### src/rtl/gb_dma_arbiter.sv
// OAM DMA controller and CPU/DMA arbiter for the single shared memory bus.
// Owns FF46: a write there copies 160 bytes from {src_hi, 8'h00} into OAM at FE00.
module gb_dma_arbiter #(
    parameter int unsigned DMA_LEN  = 160,
    parameter logic [15:0] DST_BASE = 16'hFE00,
    parameter logic [15:0] REG_ADDR = 16'hFF46,
    parameter logic [7:0]  OPEN_BUS = 8'hFF
) (
    input  logic        clk,
    input  logic        reset,
    input  logic [15:0] cpu_addr_i,
    input  logic [7:0]  cpu_data_i,
    input  logic        cpu_we_i,
    output logic [7:0]  cpu_data_o,
    output logic [15:0] bus_addr_o,
    output logic [7:0]  bus_data_o,
    output logic        bus_we_o,
    input  logic [7:0]  bus_data_i,
    output logic        dma_active_o
);

    localparam logic [7:0] LastIdx = 8'(DMA_LEN - 1);

    typedef enum logic [1:0] {
        StIdle,
        StStart,
        StRead,
        StWrite
    } state_e;

    state_e      state_q;
    logic [7:0]  idx_q;
    logic [7:0]  byte_q;
    logic [7:0]  src_hi_q;
    logic        dma_active_q;

    logic        reg_sel;
    logic        reg_wr;
    logic [7:0]  eff_hi;

    assign reg_sel = (cpu_addr_i == REG_ADDR);
    assign reg_wr  = cpu_we_i && reg_sel;

    // Echo RAM (E000-FDFF) aliases C000-DDFF, so fold the source page down.
    assign eff_hi = (src_hi_q >= 8'hE0) ? (src_hi_q & 8'hDF) : src_hi_q;

    assign dma_active_o = dma_active_q;

    // Transfer sequencer; a register write in any non-idle state restarts via StStart.
    always_ff @(posedge clk or negedge reset) begin
        if (!reset) begin
            state_q      <= StIdle;
            idx_q        <= 8'h00;
            byte_q       <= 8'h00;
            src_hi_q     <= 8'h00;
            dma_active_q <= 1'b0;
        end else begin
            if (reg_wr) begin
                src_hi_q <= cpu_data_i;
            end
            unique case (state_q)
                StIdle: begin
                    dma_active_q <= 1'b0;
                    if (reg_wr) begin
                        state_q <= StStart;
                    end
                end
                StStart: begin
                    idx_q <= 8'h00;
                    if (reg_wr) begin
                        state_q      <= StStart;
                        dma_active_q <= 1'b0;
                    end else begin
                        state_q      <= StRead;
                        dma_active_q <= 1'b1;
                    end
                end
                StRead: begin
                    byte_q <= bus_data_i;
                    if (reg_wr) begin
                        state_q      <= StStart;
                        dma_active_q <= 1'b0;
                    end else begin
                        state_q <= StWrite;
                    end
                end
                StWrite: begin
                    if (reg_wr) begin
                        state_q      <= StStart;
                        dma_active_q <= 1'b0;
                    end else if (idx_q == LastIdx) begin
                        state_q      <= StIdle;
                        dma_active_q <= 1'b0;
                    end else begin
                        idx_q   <= idx_q + 8'h01;
                        state_q <= StRead;
                    end
                end
                default: begin
                    state_q      <= StIdle;
                    dma_active_q <= 1'b0;
                end
            endcase
        end
    end

    // Bus mux: CPU pass-through unless the DMA owns the bus; FF46 never reaches the bus.
    always_comb begin
        bus_addr_o = cpu_addr_i;
        bus_data_o = cpu_data_i;
        bus_we_o   = cpu_we_i && !reg_sel;
        cpu_data_o = reg_sel ? src_hi_q : bus_data_i;
        unique case (state_q)
            StRead: begin
                bus_addr_o = {eff_hi, idx_q};
                bus_data_o = byte_q;
                bus_we_o   = 1'b0;
                cpu_data_o = reg_sel ? src_hi_q : OPEN_BUS;
            end
            StWrite: begin
                bus_addr_o = DST_BASE + {8'h00, idx_q};
                bus_data_o = byte_q;
                bus_we_o   = 1'b1;
                cpu_data_o = reg_sel ? src_hi_q : OPEN_BUS;
            end
            default: begin
            end
        endcase
    end

endmodule

### config.mk
export PLATFORM = sky130hd
export DESIGN_NAME = gb_dma_arbiter
export DESIGN_NICKNAME = d
export VERILOG_FILES = /design/src/rtl/gb_dma_arbiter.sv
export SDC_FILE = /design/constraint.sdc
export NUM_CORES = 1
export LEC_CHECK = 0
export ABC_AREA = 1
export CORE_MARGIN = 2
export CORE_UTILIZATION = 47
export CTS_BUF_LIST = sky130_fd_sc_hd__clkbuf_16
export DETAILED_ROUTE_END_ITERATION = 7
export GPL_ROUTABILITY_DRIVEN = 0
export PLACE_DENSITY = 0.83
export SLEW_MARGIN = 40
export SYNTH_ARGS = -nofsm -noshare
export SYNTH_HDL_FRONTEND = slang
export SYNTH_SLANG_ARGS = --single-unit
export TNS_END_PERCENT = 50
### constraint.sdc
create_clock -name clk -period 3.8 [get_ports clk]
set_input_delay 0.76 -clock clk [delete_from_list [all_inputs] [get_ports clk]]
set_output_delay 0.76 -clock clk [all_outputs]
set_load 0.01 [all_outputs]
==> results of run 1 <==
-- Yosys cell counts, drive strengths merged --
cell type	number	area (µm²)
nand2	65	254
inv	46	173
o21ai	46	230
dfrtp	27	676
nand3	21	115
nor2	16	70.1
buf	7	45.0
o22a	6	52.6
a21oi	3	15.0
clkbuf	3	11.3
xor2	3	26.3
a22o	1	8.76
ha	1	12.5
nand4	1	6.26
xnor2	1	8.76
-- flip-flops by register name, summed over array words and instances, names as in the netlist --
signal        count
dma_active_o      1
src_hi_q          8
state_q           2
idx_q             8
byte_q            8
-- where the power goes --
group	total [mW]	switching, mW	internal (mW)
sequential	0.401	0.0453	0.355
combinational	0.915	0.466	0.449
clock	0.234	0.0930	0.141
total	1.55	0.604	0.945
-- routing by layer --
metal  GRT usage  routed length, µm
met5           0                  0
met4      0.0479                 10
met3      0.0405                295
met2       0.414               2240
met1       0.292               2030
-- area by class of cell --
class | instances | area share
Tap cell | 46 | 0.0232
Clock buffer | 3 | 0.0303
Sequential cell | 27 | 0.272
Clock inverter | 1 | 0.00151
Multi-Input combinational cell | 164 | 0.322
Timing Repair Buffer | 70 | 0.281
Inverter | 46 | 0.0696
-- worst paths after layout --
path / slack, ps / endpoint / depth (start not counted)
worst max register to register: 2050 / dma_active_o$_DFFE_PN0P_ / 8
max in group asynchronous: 2670 / src_hi_q[4]$_DFFE_PN0P_ / 2
worst min register to register: 490 / byte_q[5]$_DFFE_PN0P_ / 2
worst max-delay path: 260 / cpu_data_o[1] / 10
worst min-delay path: 490 / byte_q[5]$_DFFE_PN0P_ / 2
min in group asynchronous: 870 / idx_q[2]$_DFFE_PN0P_ / 2
-- cell families after synthesis --
logic type                 Yosys count  synth area share
AOI/OAI and AO/OA                   56             0.180
xor gates and xnor gates             4            0.0206
adders and majority gates            1           0.00734
buffers and inverters               56             0.134
DFF                                 27             0.396
and+or+nand+nor                    103             0.261
-- worst reg2reg max path, cell delays in order (launching register included) --
cell and delay (ps):
dfrtp_1 390, inv_2 270, nor2_2 90, inv_1 480, nand2_1 120, nand2_1 120, nand2_2 70, nand2_1 70
inv_1 40
-- stage by stage --
stage,instances,power (mW),setup WS [ps]
after floorplan,247,0.870,1450
after global placement,353,1.30,351
after detailed placement,353,1.31,290
after CTS,357,1.56,264
after global routing,357,1.65,126
final,357,1.55,262
==> results.py, run 1 <==
metrics = {
    "grt": {
        "grt.total_usage": 0.232,
        "overflow": 0,
        "grt_max_degree": 35,
        "grt_pass1_wl_mm": 7.60,
        "antenna_found_initial": 0,
        "grt_pass1_vias": 1717,
    },
    "setup_path": {
        "worstSetupPathType": "input pin to primary output",
        "worstSetupStartpoint": "cpu_addr_i[2]",
        "crit_chain": "clkdlybuf4s50_1 > inv_1 > nor2_2 > nand2_1 > nor2_1 > nand2_1 > nand3_1 > o21ai_0 > inv_1 > clkdlybuf4s50_1",
        "start_kind": "input pin",
        "cpLargestDelayFamily": "buffers and inverters",
        "cp_data_required_time_ps": 3040,
        "cp_num_buf_inv": 4,
        "crit_path_end_kind": "primary output",
        "arrival_ps": 2780,
        "crit_fanout": 17,
        "reg2reg_from": "state_q[1]$_DFFE_PN0P_",
        "crit_slowest_cell": "clkdlybuf4s50_1",
        "slowest_delay_ps": 530,
    },
    "placed_design": {
        "dpl.hpwl_mm": 3.41,
        "placed_area_mm2": 0.00240,
        "port_buffers": 68,
    },
    "floorplan": {
        "die_y_um": 64.2,
        "die_area_mm2": 0.00412,
        "core_area_mm2": 0.00342,
        "die_w_um": 64.2,
        "initial_core_util": 0.499,
        "pin_count": 69,
        "num_rows": 21,
    },
    "synthesis": {
        "syn_nets": 283,
        "synthCells": 247,
        "ys_seq_elements": 27,
        "syn-cell-area_mm2": 0.00170,
        "syn_area_per_cell_um2": 6.90,
        "yosysUniqueCellTypes": 23,
        "ys_seq_area_frac": 0.396,
        "synth_warnings": 0,
    },
    "pwr": {
        "vdd_drop_max_mv": 0.416,
        "power.leakage_nw": 1.16,
        "p_per_area_mw_per_mm2": 625,
    },
    "cts": {
        "clk_pin_slew_worst_paths_ps": 60,
        "cts_sinks": 27,
        "clk-insertion-delay-late_ps": 260,
        "cts_hold_buf": 0,
        "cts_setup_buffers": 0,
        "clock_path_buffers": 2,
        "htree_levels": 1,
        "cts_tree": "done",
        "cts_resized": 0,
        "cts-root-buf": "clkbuf_16",
        "cts_buffers": 3,
    },
    "timing": {
        "setup_viol": 0,
        "post-route-period-util": 0.931,
        "rsz0062_at_grt": "false",
        "whs_ps": 491,
        "min_period_ps": 3540,
        "fin_tns_setup_ps": 0,
        "final_hold_viol_count": 0,
        "max_freq_ghz": 0.283,
        "relSlewSlack": 0.581,
        "final_max_slew_viol_count": 0,
        "finClkSkew_ps": 6.95,
        "worst_pin_slew_ps": 628,
    },
    "cells_and_area": {
        "layout_commonest_cell": "clkdlybuf4s50_1",
        "utilization": 0.726,
        "syn_to_final_growth_pct": 45.5,
        "fill_cells": 271,
        "nets": 348,
        "multi_input_area_um2": 800,
        "drive_gt1_frac": 0.0482,
        "num_antenna_cells": 0,
        "final_cell_mix": "clkdlybuf4s50_1, nand2_1, inv_1, o21ai_0, dfrtp_1",
        "ff_latch_area_um2": 676,
        "fin_area_mm2": 0.00248,
    },
    "detailed_routing": {
        "antenna_left": 0,
        "drt_iter0_markers": 168,
        "drt_pass1_iterations": 4,
        "routed_via_density": 4.96,
        "post_drt_wl_per_cell_um": 12.8,
        "num_vias": 1769,
        "remaining_drc_errors": 0,
        "wirelength_mm": 4.58,
    },
    "status": {
        "outcome": "complete, no violations",
    },
    "worst_hold_path": {
        "hp-class": "flop to flop",
        "min-delay-start": "byte_q[5]$_DFFE_PN0P_",
    },
    "run": {
        "cap_violations": 0,
    },
}
Power figures use the tool's default switching activity.
==> run 2, diff against run 1 <==
==> constraint.sdc (replaced) <==
create_clock -name clk -period 4.4 [get_ports clk]
set_input_delay 0.88 -clock clk [delete_from_list [all_inputs] [get_ports clk]]
set_output_delay 0.88 -clock clk [all_outputs]
set_load 0.01 [all_outputs]
==> run 2 against run 1 <==
  * Clock power decreased by 12%
  * Routed wire length decreased by 2.8%
  * Global-route usage fell by 0.71 points
  * Critical path type unchanged
  * Largest cell class unchanged
  * Largest power group unchanged
==> results.py, run 2 (synthesis results as in run 1) <==
metrics = {
    "grt": {
        "overflow": 0,
        "grt_max_degree": 36,
        "grt_pass1_wl_mm": 7.46,
        "antenna_found_initial": 0,
        "grt_pass1_vias": 1676,
        "grt.total_usage": 0.224,
    },
    "timing": {
        "rsz0062_at_grt": "false",
        "min_period_ps": 3780,
        "worst_pin_slew_ps": 632,
        "max_freq_ghz": 0.265,
        "finClkSkew_ps": 4.59,
        "final_hold_viol_count": 0,
        "post-route-period-util": 0.858,
        "fin_tns_setup_ps": 0,
        "setup_viol": 0,
        "relSlewSlack": 0.578,
        "final_max_slew_viol_count": 0,
    },
    "detailed_routing": {
        "drt_iter0_markers": 100,
        "wirelength_mm": 4.46,
        "num_vias": 1761,
        "post_drt_wl_per_cell_um": 12.5,
        "remaining_drc_errors": 0,
        "antenna_left": 0,
        "drt_pass1_iterations": 4,
        "routed_via_density": 4.93,
    },
    "setup_path": {
        "reg2reg_slack_ps": 2450,
        "crit_path_end_kind": "primary output",
        "worstSetupPathType": "input pin to primary output",
        "slowest_delay_ps": 530,
        "r2r-end": "dma_active_o$_DFFE_PN0P_",
        "cp_data_required_time_ps": 3520,
        "cp_num_buf_inv": 4,
        "reg2reg_from": "state_q[1]$_DFFE_PN0P_",
        "rr_worst_depth": 9,
        "crit_fanout": 17,
        "crit_slowest_cell": "clkdlybuf4s50_1",
        "arrival_ps": 2900,
        "cpLargestDelayFamily": "buffers and inverters",
        "start_kind": "input pin",
        "crit_chain": "clkdlybuf4s50_1 > inv_1 > nor2_2 > nand2_1 > nor2_1 > nand2_1 > nand3_1 > o21ai_0 > inv_1 > clkdlybuf4s50_1",
    },
    "floorplan": {
        "die_y_um": 64.2,
        "die_area_mm2": 0.00412,
        "die_w_um": 64.2,
        "initial_core_util": 0.499,
        "pin_count": 69,
        "core_area_mm2": 0.00342,
        "num_rows": 21,
    },
    "placed_design": {
        "port_buffers": 68,
        "dpl.hpwl_mm": 3.28,
    },
    "cells_and_area": {
        "top_regs": "byte_q x8, idx_q x8, src_hi_q x8",
        "final_cell_mix": "clkdlybuf4s50_1, nand2_1, inv_1, o21ai_0, dfrtp_1",
        "utilization": 0.726,
        "fill_cells": 274,
        "drive_gt1_frac": 0.0482,
        "nets": 348,
        "num_antenna_cells": 0,
        "syn_to_final_growth_pct": 45.5,
        "layout_commonest_cell": "clkdlybuf4s50_1",
    },
    "cts": {
        "cts_setup_buffers": 0,
        "htree_levels": 1,
        "cts_tree": "done",
        "cts_sinks": 27,
        "cts_hold_buf": 0,
        "cts_buffers": 3,
        "clk_pin_slew_worst_paths_ps": 70,
        "cts_resized": 0,
        "clock_path_buffers": 2,
        "clk-insertion-delay-late_ps": 260,
        "cts-root-buf": "clkbuf_16",
    },
    "run": {
        "cap_violations": 0,
    },
    "pwr": {
        "power.leakage_nw": 1.16,
        "vdd_drop_max_mv": 0.420,
        "p_per_area_mw_per_mm2": 537,
    },
    "worst_hold_path": {
        "min-delay-start": "byte_q[3]$_DFFE_PN0P_",
        "worstHoldPathCells": 2,
        "hp-class": "flop to flop",
        "worst_hold_path.endpoint": "byte_q[3]$_DFFE_PN0P_",
    },
    "status": {
        "outcome": "complete, no violations",
    },
}
## run 2: cell type report
class                      count  area (µm²)  area share
clock buffer                   3        75.1      0.0303
clock inverter                 1        3.75     0.00151
inverter                      46         173      0.0696
multi-input combinational    164         800       0.322
sequential                    27         676       0.272
tap                           46        57.6      0.0232
timing repair buffer          70         696       0.281
## run 2: how the worst max path moves through the flow
stage                               end  slack [ps]      startpoint  cells past startpoint
after floorplan           cpu_data_o[0]        1810   cpu_addr_i[2]                      8
after global placement    cpu_data_o[1]         710   cpu_addr_i[2]                     10
after detailed placement  cpu_data_o[1]         650  cpu_addr_i[12]                     10
after CTS                 cpu_data_o[1]         630  cpu_addr_i[12]                     10
after global routing      cpu_data_o[1]         480   cpu_addr_i[8]                     10
final                     cpu_data_o[1]         620   cpu_addr_i[2]                     10
## run 2: report_power, final
| part | switching (mW) | internal (mW) |
|---|---|---|
| Clock | 0.0834 | 0.122 |
| Sequential | 0.0359 | 0.307 |
| Combinational | 0.396 | 0.388 |
| Total | 0.515 | 0.816 |
## run 2: stage by stage
stage          hold slack (ps)  power, mW  worst slack, ps  cell area (µm²)  instances
2_1_floorplan              453      0.752             1810             1700        247
3_3_place_gp               469       1.12              709             2400        353
3_5_place_dp               475       1.13              654             2400        353
4_1_cts                    492       1.34              630             2480        357
5_1_grt                    511       1.42              485             2480        357
6_report                   491       1.33              625             2480        357
## run 2: tightest hold or removal path, stage by stage, from the launching register on
cell     delay, ps
dfrtp_1        340
nand2_1         50
o21ai_0         60
## run 2: routing by layer
| layer | track usage | wire length [µm] | up-vias |
|---|---|---|---|
| li1 | - | - | 907 |
| met1 | 0.285 | 2070 | 802 |
| met2 | 0.401 | 2130 | 50 |
| met3 | 0.0458 | 226 | 2 |
| met4 | 0.0319 | 24 | 0 |
| met5 | 0 | 0 | - |
==> run 3, diff against run 2 <==
--- a/config.mk
+++ b/config.mk
@@ -12,6 +12,7 @@
 export DETAILED_ROUTE_END_ITERATION = 7
 export GPL_ROUTABILITY_DRIVEN = 0
 export PLACE_DENSITY = 0.83
+export RECOVER_POWER = 25
 export SLEW_MARGIN = 40
 export SYNTH_ARGS = -nofsm -noshare
 export SYNTH_HDL_FRONTEND = slang
==> run 3 against run 2 <==
  * Routed wire length grew 0.16%
  * Critical path depth did not move
  * Total power about the same
  * Clock skew is essentially flat
  * First-iteration DRC count grew 1.0%
  * Register-to-register slack barely moved
  * Sequential cell count is the same
  * Sequential power about the same
  * Cell count did not move
  * Critical endpoint unchanged
  * Largest cell class unchanged
  * Largest power group unchanged
  * Highest routed layer unchanged
==> results.py, run 3 (synthesis results as in run 1) <==
metrics = {
    "pwr": {
        "p_seq_frac": 0.257,
        "clockPowerShare": 0.154,
        "power.leakage_nw": 1.15,
        "p_int_uw": 815,
        "switchingPower_uw": 515,
        "total_power_mw": 1.33,
        "sw_frac_of_total": 0.387,
        "comb_power_share": 0.588,
        "p_per_area_mw_per_mm2": 537,
        "vdd_drop_max_mv": 0.421,
    },
    "timing": {
        "finClkSkew_ps": 4.57,
        "post-route-period-util": 0.858,
        "setup_viol": 0,
        "final_hold_viol_count": 0,
        "rsz0062_at_grt": "false",
        "worst_pin_slew_ps": 1440,
        "relSlewSlack": 0.0393,
        "min_period_ps": 3770,
        "max_freq_ghz": 0.265,
        "fin_tns_setup_ps": 0,
        "final_max_slew_viol_count": 0,
        "whs_ps": 491,
    },
    "cells_and_area": {
        "drive_gt1_frac": 0.0450,
        "utilization": 0.725,
        "top_regs": "byte_q x8, idx_q x8, src_hi_q x8",
        "nets": 348,
        "syn_to_final_growth_pct": 45.3,
        "fill_cells": 276,
        "multi_input_area_um2": 800,
        "layout_commonest_cell": "clkdlybuf4s50_1",
        "num_antenna_cells": 0,
        "final_cell_mix": "clkdlybuf4s50_1, nand2_1, inv_1, o21ai_0, dfrtp_1",
        "ff_latch_area_um2": 676,
    },
    "grt": {
        "grt_max_degree": 36,
        "overflow": 0,
        "grt.total_usage": 0.224,
        "antenna_found_initial": 0,
        "grt_pass1_vias": 1676,
        "grt_pass1_wl_mm": 7.46,
    },
    "setup_path": {
        "start_kind": "input pin",
        "reg2reg_from": "state_q[1]$_DFFE_PN0P_",
        "arrival_ps": 2890,
        "cp_data_required_time_ps": 3520,
        "crit_path_end_kind": "primary output",
        "crit_chain": "clkdlybuf4s50_1 > inv_1 > nor2_2 > nand2_1 > nor2_1 > nand2_1 > nand3_1 > o21ai_0 > inv_1 > clkdlybuf4s50_1",
        "worstSetupPathType": "input pin to primary output",
        "crit_slowest_cell": "clkdlybuf4s50_1",
        "crit_fanout": 17,
        "worstSetupStartpoint": "cpu_addr_i[2]",
        "slowest_delay_ps": 530,
    },
    "detailed_routing": {
        "routed_via_density": 4.94,
        "post_drt_wl_per_cell_um": 12.5,
        "remaining_drc_errors": 0,
        "antenna_left": 0,
        "wirelength_mm": 4.46,
        "num_vias": 1765,
        "drt_iter0_markers": 101,
        "drt_pass1_iterations": 4,
    },
    "cts": {
        "cts_resized": 0,
        "clk_pin_slew_worst_paths_ps": 70,
        "cts_setup_buffers": 0,
        "htree_levels": 1,
        "clk-insertion-delay-late_ps": 260,
        "cts_sinks": 27,
        "cts-root-buf": "clkbuf_16",
        "cts_buffers": 3,
        "cts_tree": "done",
        "cts_hold_buf": 0,
        "clock_path_buffers": 2,
    },
    "floorplan": {
        "die_y_um": 64.2,
        "initial_core_util": 0.499,
        "num_rows": 21,
        "core_area_mm2": 0.00342,
        "die_w_um": 64.2,
        "pin_count": 69,
        "die_area_mm2": 0.00412,
    },
    "placed_design": {
        "dpl.hpwl_mm": 3.28,
        "port_buffers": 68,
    },
    "worst_hold_path": {
        "min-delay-start": "byte_q[3]$_DFFE_PN0P_",
        "hp-class": "flop to flop",
    },
    "status": {
        "outcome": "complete, no violations",
    },
    "run": {
        "cap_violations": 0,
    },
}
## run 3: per-layer routing
| layer | GRT usage | vias to the layer above | share of wire |
|---|---|---|---|
| li1 | - | 907 | - |
| met1 | 0.285 | 799 | 0.46 |
| met2 | 0.401 | 57 | 0.48 |
| met3 | 0.0458 | 2 | 0.059 |
| met4 | 0.0319 | 0 | 0.0054 |
| met5 | 0 | - | 0 |
## run 3: worst max-delay path: cells and delay by family
| kind | cells | cell delay, ps |
|---|---|---|
| buf+inv | 4 | 1110 |
| compound gates | 1 | 110 |
| simple gates | 5 | 770 |
## run 3: path summary, 6_finish.rpt
| kind | cells past startpoint | endpoint | slack [ps] |
|---|---|---|---|
| min in group asynchronous | 2 | byte_q[6]$_DFFE_PN0P_ | 1490 |
| worst max-delay path | 10 | cpu_data_o[1] | 630 |
| worst min register to register | 2 | byte_q[3]$_DFFE_PN0P_ | 490 |
| max in group asynchronous | 2 | idx_q[0]$_DFFE_PN0P_ | 2070 |
| worst min-delay path | 2 | byte_q[3]$_DFFE_PN0P_ | 490 |
| worst max register to register | 9 | dma_active_o$_DFFE_PN0P_ | 2450 |
## run 3: area by class of cell
cell class                 instances  area share
multi-input combinational        164       0.323
clock inverter                     1     0.00152
clock buffer                       3      0.0303
sequential                        27       0.273
timing repair buffer              70       0.279
inverter                          46      0.0697
tap                               46      0.0232
## run 3: stage by stage
stage	setup slack, ps	cell area (µm²)	std cells
2_1_floorplan	1810	1700	247
3_3_place_gp	709	2400	353
3_5_place_dp	654	2400	353
4_1_cts	630	2480	357
5_1_grt	485	2480	357
6_report	626	2480	357
## run 3: power by group through the flow
stage | Clock [mW] | Sequential (mW) | Combinational [mW]
after floorplan | 0 | 0.339 | 0.413
after global placement | 0 | 0.346 | 0.778
after detailed placement | 0 | 0.345 | 0.782
after CTS | 0.207 | 0.342 | 0.790
after global routing | 0.217 | 0.348 | 0.856
final | 0.205 | 0.343 | 0.783
